## src/rtl/pipe_ctrl.sv

```systemverilog
`default_nettype none
// ============================================================================
// Module   : pipe_ctrl
// Purpose  : Central pipeline controller for the five-stage core. Arbitrates
//            IF/ID/EX/MEM stall requests, drives the exception flush and
//            redirect PC, sequences the multi-cycle divider and counts stall
//            cycles.
// Revision : 1.0 - initial release
// ============================================================================
module pipe_ctrl #(
  parameter int DIV_TIMEOUT = 64,  // max cycles in DIV_BUSY before abort (>=2)
  parameter int CNT_W       = 32   // width of the stall-cycle counter
) (
  input  logic             clk,
  input  logic             rst,
  input  logic             stallreq_if,
  input  logic             stallreq_id,
  input  logic             ex_div_start,
  input  logic             div_ready,
  input  logic             stallreq_mem,
  input  logic             exc_req,
  input  logic [31:0]      exc_handler_pc,
  output logic [5:0]       stall,
  output logic             flush,
  output logic [31:0]      new_pc,
  output logic             div_start_o,
  output logic             div_cancel,
  output logic             div_timeout,
  output logic [CNT_W-1:0] stall_cycles
);

  localparam int                  C_BUSY_W   = $clog2(DIV_TIMEOUT + 1);
  localparam logic [C_BUSY_W-1:0] C_BUSY_MAX = C_BUSY_W'(DIV_TIMEOUT);

  typedef enum logic [1:0] {
    S_IDLE     = 2'd0,
    S_DIV_BUSY = 2'd1,
    S_DIV_DONE = 2'd2
  } state_t;

  state_t              r_state;
  state_t              w_state_nxt;
  logic [C_BUSY_W-1:0] r_busy_cnt;
  logic [C_BUSY_W-1:0] w_busy_cnt_nxt;
  logic                r_div_timeout;
  logic                w_timeout_set;
  logic [CNT_W-1:0]    r_stall_cycles;
  logic                w_ex_stall;

  // EX holds the pipe while a divide is being launched or is in flight;
  // DIV_DONE releases it so the result can move on.
  assign w_ex_stall = ((r_state == S_IDLE) && ex_div_start) || (r_state == S_DIV_BUSY);

  // Divider FSM state, busy counter and sticky timeout flag.
  always_ff @(posedge clk or posedge rst) begin
    if (rst) begin
      r_state       <= S_IDLE;
      r_busy_cnt    <= '0;
      r_div_timeout <= 1'b0;
    end else begin
      r_state    <= w_state_nxt;
      r_busy_cnt <= w_busy_cnt_nxt;
      if (w_timeout_set) begin
        r_div_timeout <= 1'b1;
      end
    end
  end

  // Divider FSM next state and the start/cancel handshake pulses.
  always_comb begin
    w_state_nxt    = r_state;
    w_busy_cnt_nxt = r_busy_cnt;
    w_timeout_set  = 1'b0;
    div_start_o    = 1'b0;
    div_cancel     = 1'b0;
    case (r_state)
      S_IDLE: begin
        // A MEM stall or exception blocks the launch; retry next cycle.
        if (ex_div_start && !exc_req && !stallreq_mem) begin
          div_start_o    = 1'b1;
          w_state_nxt    = S_DIV_BUSY;
          w_busy_cnt_nxt = C_BUSY_W'(1);
        end
      end
      S_DIV_BUSY: begin
        if (exc_req) begin
          div_cancel     = 1'b1;
          w_state_nxt    = S_IDLE;
          w_busy_cnt_nxt = '0;
        end else if (div_ready) begin
          w_state_nxt    = S_DIV_DONE;
          w_busy_cnt_nxt = '0;
        end else if (r_busy_cnt == C_BUSY_MAX) begin
          w_timeout_set  = 1'b1;
          div_cancel     = 1'b1;
          w_state_nxt    = S_IDLE;
          w_busy_cnt_nxt = '0;
        end else begin
          w_busy_cnt_nxt = r_busy_cnt + C_BUSY_W'(1);
        end
      end
      S_DIV_DONE: begin
        // ex_div_start is still high for the completing DIV; ignore it.
        if (exc_req || !stallreq_mem) begin
          w_state_nxt = S_IDLE;
        end
      end
      default: begin
        w_state_nxt    = S_IDLE;
        w_busy_cnt_nxt = '0;
      end
    endcase
  end

  // Stall/flush priority decode: exception, MEM, EX, ID, IF.
  always_comb begin
    stall  = 6'b000000;
    flush  = 1'b0;
    new_pc = 32'h0;
    if (exc_req) begin
      flush  = 1'b1;
      new_pc = exc_handler_pc;
    end else if (stallreq_mem) begin
      stall = 6'b011111;
    end else if (w_ex_stall) begin
      stall = 6'b001111;
    end else if (stallreq_id) begin
      stall = 6'b000111;
    end else if (stallreq_if) begin
      stall = 6'b000011;
    end
  end

  // Saturating count of cycles in which the PC is held.
  always_ff @(posedge clk or posedge rst) begin
    if (rst) begin
      r_stall_cycles <= '0;
    end else if (stall[0] && (r_stall_cycles != {CNT_W{1'b1}})) begin
      r_stall_cycles <= r_stall_cycles + CNT_W'(1);
    end
  end

  assign div_timeout  = r_div_timeout;
  assign stall_cycles = r_stall_cycles;

endmodule
`default_nettype wire
```

## config.mk

```make
export PLATFORM = sky130hd
export DESIGN_NAME = pipe_ctrl
export DESIGN_NICKNAME = d
export VERILOG_FILES = /design/src/rtl/pipe_ctrl.sv
export SDC_FILE = /design/constraint.sdc
export NUM_CORES = 1
export LEC_CHECK = 0
export CORE_ASPECT_RATIO = 1.5
export CORE_MARGIN = 2
export CORE_UTILIZATION = 46
export CTS_BUF_LIST = sky130_fd_sc_hd__clkbuf_4 sky130_fd_sc_hd__clkbuf_8
export CTS_CLUSTER_DIAMETER = 200
export CTS_CLUSTER_SIZE = 24
export DETAILED_ROUTE_END_ITERATION = 16
export PLACE_DENSITY_LB_ADDON = 0.12
export SKIP_LAST_GASP = 1
export SLEW_MARGIN = 20
export SYNTH_ARGS = -nofsm -noshare
export SYNTH_HDL_FRONTEND = slang
export SYNTH_SLANG_ARGS = --single-unit
export TNS_END_PERCENT = 20
```

## constraint.sdc

```tcl
create_clock -name clk -period 3.73 [get_ports clk]
set_clock_uncertainty 0.15 [all_clocks]
set_input_delay 0.9325 -clock clk [delete_from_list [all_inputs] [get_ports clk]]
set_output_delay 0.9325 -clock clk [all_outputs]
set_load 0.05 [all_outputs]
```

-- After elaboration in Yosys (flattened, before gate mapping)
Index checks and enable logic that the tools add are counted.
W data, S select, Z words.
- flip-flop bits (word level): 42
- input bits: 40
- output and inout port bits: 74
- logic and storage cells: 51
- add/subtract/negate cells: 2
- eq/ne operators: 7
- multiplexer cells: 26
- bitwise gates (word level): 1
- reductions and logical operators: 11
- operators with widths (kind ; count):
    $add A32 B1 Y32 const B ; 1
    $mux W32 ; 1
    $ne A32 B32 Y1 const B ; 1
    $mux W7 ; 4
    $pmux W7 S3 ; 1
    $mux W2 ; 6
    $mux W5 ; 2
    $mux W1 ; 9
    $add A7 B1 Y7 const B ; 1
    $eq A7 B7 Y1 const B ; 1
    $pmux W2 S3 ; 1
    $logic_and A1 B1 Y1 ; 4
    $mux W4 ; 1
    $ne A4 B3 Y1 const B ; 1
    $mux W3 ; 1
    $reduce_and A3 Y1 ; 1
    $eq A2 B1 Y1 const B ; 1
    $eq A2 B2 Y1 const B ; 1
    $logic_not A1 Y1 ; 2
    $logic_not A2 Y1 ; 1
    $logic_or A1 B1 Y1 ; 2
    $ne A2 B1 Y1 const B ; 1
    $ne A2 B2 Y1 const B ; 1
    $reduce_and A2 Y1 ; 1
    $not A1 Y1 ; 1

-- Longest topological paths before layout
- word-level depth: 7
- mapped depth: 7
- gate-level depth less buffers: 7

-- Least setup slack after synthesis
Ideal clock, no wire load.
- path kind: input -> output
- start: in exc_req
- end: out div_cancel
- data arrival time: 2.350 ns
- data required time: 2.648 ns
- slack: 0.298 ns
- stages on the path: 3
- path buffers: 1
- cells stage by stage: clkbuf_1 a21oi_1 nor3b_1
- longest elaborated chain between the ends: 2
- RTL lines (element ; RTL line ; RTL):
    from (decl) ; 21 ; input logic exc_req,
    $mux W1 ; 86 ; if (exc_req) begin
    $mux W1 ; 76 ; case (r_state)
    to (decl) ; 27 ; output logic div_cancel,
Every way passes these cells.

-- Final worst setup path
- start: in stallreq_mem
- end: out stall[0]
- longest elaborated chain between the ends: 2
- RTL lines (element ; RTL line ; RTL):
    from (decl) ; 20 ; input logic stallreq_mem,
    $mux W5 ; 123 ; end else if (stallreq_mem) begin
    $mux W5 ; 120 ; if (exc_req) begin
    to (decl) ; 23 ; output logic [5:0] stall,
Every way passes these cells.

==> out/summary.txt <==
run status: complete, no violations
GRT met2 Usage: 42.8%
RSZ-0062 raised after global routing: false
peak supply drop: 0.289 mV
PwrDens: 364 mW/mm²
die area: 0.00605 mm²
Final setup viols: 0
top_reg_cell synth: dfrtp_1
Post-Syn Area: 0.00250 mm²
clk slew on worst S/H paths: 0.07 ns
detailed-router iteration count before antenna repair: 5
Final Slew Violations: 0
diode count: 0
post_cts resized: 0
largest net degree at the start of global routing: 43
starting density of the core: 48.0%
Vias/cell: 5.26
Remaining Overflow, GRT: 0
top post-synthesis cells by area: dfrtp_1 (42%), and2_1 (8.5%), xnor2_1 (7.0%)
design area: 0.00418 mm²
Worst slew margin: 39.4%
Final Hold Violating Endpoints: 0
hold_ws: 0.313 ns
slowest cell on the critical path: clkdlybuf4s50_1
GRT busiest layer: met2
layout cells sized above 1: 20.1%
mean area per synthesized cell: 9.92 µm²
first-pass GRT wire length: 11,300 µm
clock sinks: 42
Yosys top cell by area: dfrtp_1
GP Congestion: 0.783
die height: 94.3 µm
Root Buffer: clkbuf_8
CP Capture Point: stall[0]
CTS tree: built
clk_lat worst skew: 0.29 ns
Fmax achieved: 291 MHz
met3 usage: 4.68%
Rows: 32
most common library cell in the layout ignoring fill and taps: clkdlybuf4s50_1
reg2reg start: stall_cycles[9]$_DFFE_PP0P_
Total Nets Final: 406
sequential area share after synthesis: 42.0%
Max Cap Viol: 0
flop-to-flop setup slack: 1.24 ns
met1 usage: 26.7%
cells along the critical path: clkdlybuf4s50_1, nor3_1, a21o_1, inv_2, buf_12
Seq cells post-synth: 42
Area after DPL: 0.00407 mm²
Setup Fix Bufs, Post-CTS: 0
via count: 2,271
asr flop ratio synth: 100%
wire per inst: 15.5 µm
die boundary width: 64.2 µm
Levels on crit path: 5
Worst setup startpoint: stallreq_mem
CP startpoint kind: input pin
crit path max fanout: 7
area grow syn2layout: 67.2%
Ports: 114
hold_buf cts: 0
CP required: 2.65 ns
port bufs: 112
DR DRC count: 0
hold path cells: 1
HPWL after DPL: 5210 µm
Synth warnings: 0
initial antenna violation count: 0
Yosys top cell area share: 42.0%
GR Util All Layers: 23.4%
clock buffer depth: 2
Synthesized Nets: 295
Worst-Margin Slew: 0.901 ns
fin crit share: 92.0%
vias in the first global route: 2,417
Buf+Inv Stages, Crit Path: 3
Iteration-0 DRC Markers: 194
Synth cell types: 50
area of the core: 0.00520 mm²
Top delay family on crit path: buffers and inverters
worst path arrival time: 2.35 ns
worst r2r dst: stall_cycles[1]$_DFFE_PP0P_
Hold Crit Class: reg -> reg
Setup CP Type: in -> out
most frequent cells in the layout: clkdlybuf4s50_1 (72), dfrtp_1 (42), buf_12 (40)
cts bufs inserted: 5
Mapped Cells: 252
final wirelength: 6710 µm
DRT antenna net count: 0
Tmin final: 3.43 ns
CP endpoint kind: primary output
slowest stage delay, CP: 0.49 ns
H-tree depth: 2
Fin Setup TNS: 0 ns
number of enable flip-flop cells after synthesis: 0
R2R depth: 5
Pleak: 1.77 nW
## layout make-up
| cell class | count | area (µm²) |
|---|---|---|
| fillers | 335 | 1020 |
| clock inverters | 1 | 30.0 |
| flip-flops and latches | 42 | 1050 |
| inverters | 9 | 33.8 |
| clock buffers | 7 | 83.8 |
| well taps | 68 | 85.1 |
| multi-input cells | 189 | 1350 |
| repair buffers | 116 | 1550 |
## flip-flops by register name, summed over array words and instances, names as in the netlist
register	count
div_timeout	1
r_busy_cnt	7
r_state	2
stall_cycles	32
## Yosys cell counts, types with 2 or more instances
master	number
a21o_1	2
a21oi_1	5
and2_1	34
and3_1	4
and4_1	2
buf_4	4
clkbuf_1	5
dfrtp_1	42
ha_1	3
inv_1	8
mux2_2	2
nand2_1	12
nand3_1	20
nand3b_1	2
nand4_1	7
nand4_2	2
nand4_4	2
nor2_1	15
nor3_1	10
nor4_2	3
nor4b_2	3
o21ai_0	11
xnor2_1	20
xor2_1	8
## metrics by stage
stage	power, mW	std cells	worst slack, ns	util [%]
after global placement	1.16	424	0.332	78.1
after global routing	1.59	432	0.221	80.3
after CTS	1.54	432	0.292	80.3
final	1.52	432	0.298	80.3
after detailed placement	1.17	424	0.299	78.1
after floorplan	0.902	252	0.298	-
## how the worst min path moves through the flow
stage,start,to,slack (ns)
after floorplan,r_busy_cnt[6]$_DFFE_PP0P_,r_busy_cnt[6]$_DFFE_PP0P_,0.30
after global placement,div_timeout$_DFFE_PP0P_,div_timeout$_DFFE_PP0P_,0.29
after detailed placement,div_timeout$_DFFE_PP0P_,div_timeout$_DFFE_PP0P_,0.30
after CTS,div_timeout$_DFFE_PP0P_,div_timeout$_DFFE_PP0P_,0.32
after global routing,div_timeout$_DFFE_PP0P_,div_timeout$_DFFE_PP0P_,0.34
final,div_timeout$_DFFE_PP0P_,div_timeout$_DFFE_PP0P_,0.31
## power by group
part	internal, mW	leakage (nW)	switching, mW
Combinational	0.250	1.15	0.340
Clock	0.215	0.0593	0.148
Sequential	0.499	0.557	0.0701
## cells by family (layout without fill, tap and decap cells)
group                      Yosys count  after routing  synth area share, %
and+or+nand+nor                    127            127                 33.0
DFF                                 42             42                 42.0
AOI/OAI and AO/OA                   28             28                 8.41
xor gates and xnor gates            28             28                 9.81
buffers and inverters               21            133                 4.15
adders and majority gates            3              3                 1.50
muxes                                2              2                0.901
other                                1              1                0.150
## routing by layer
| layer | wire length [µm] | vias up |
|---|---|---|
| met2 | 3760 | 66 |
| met3 | 246 | 12 |
| met4 | 128 | 0 |
| met1 | 2580 | 1101 |
| li1 | - | 1092 |
| met5 | 0 | - |
(Power assumes the default switching activity.)
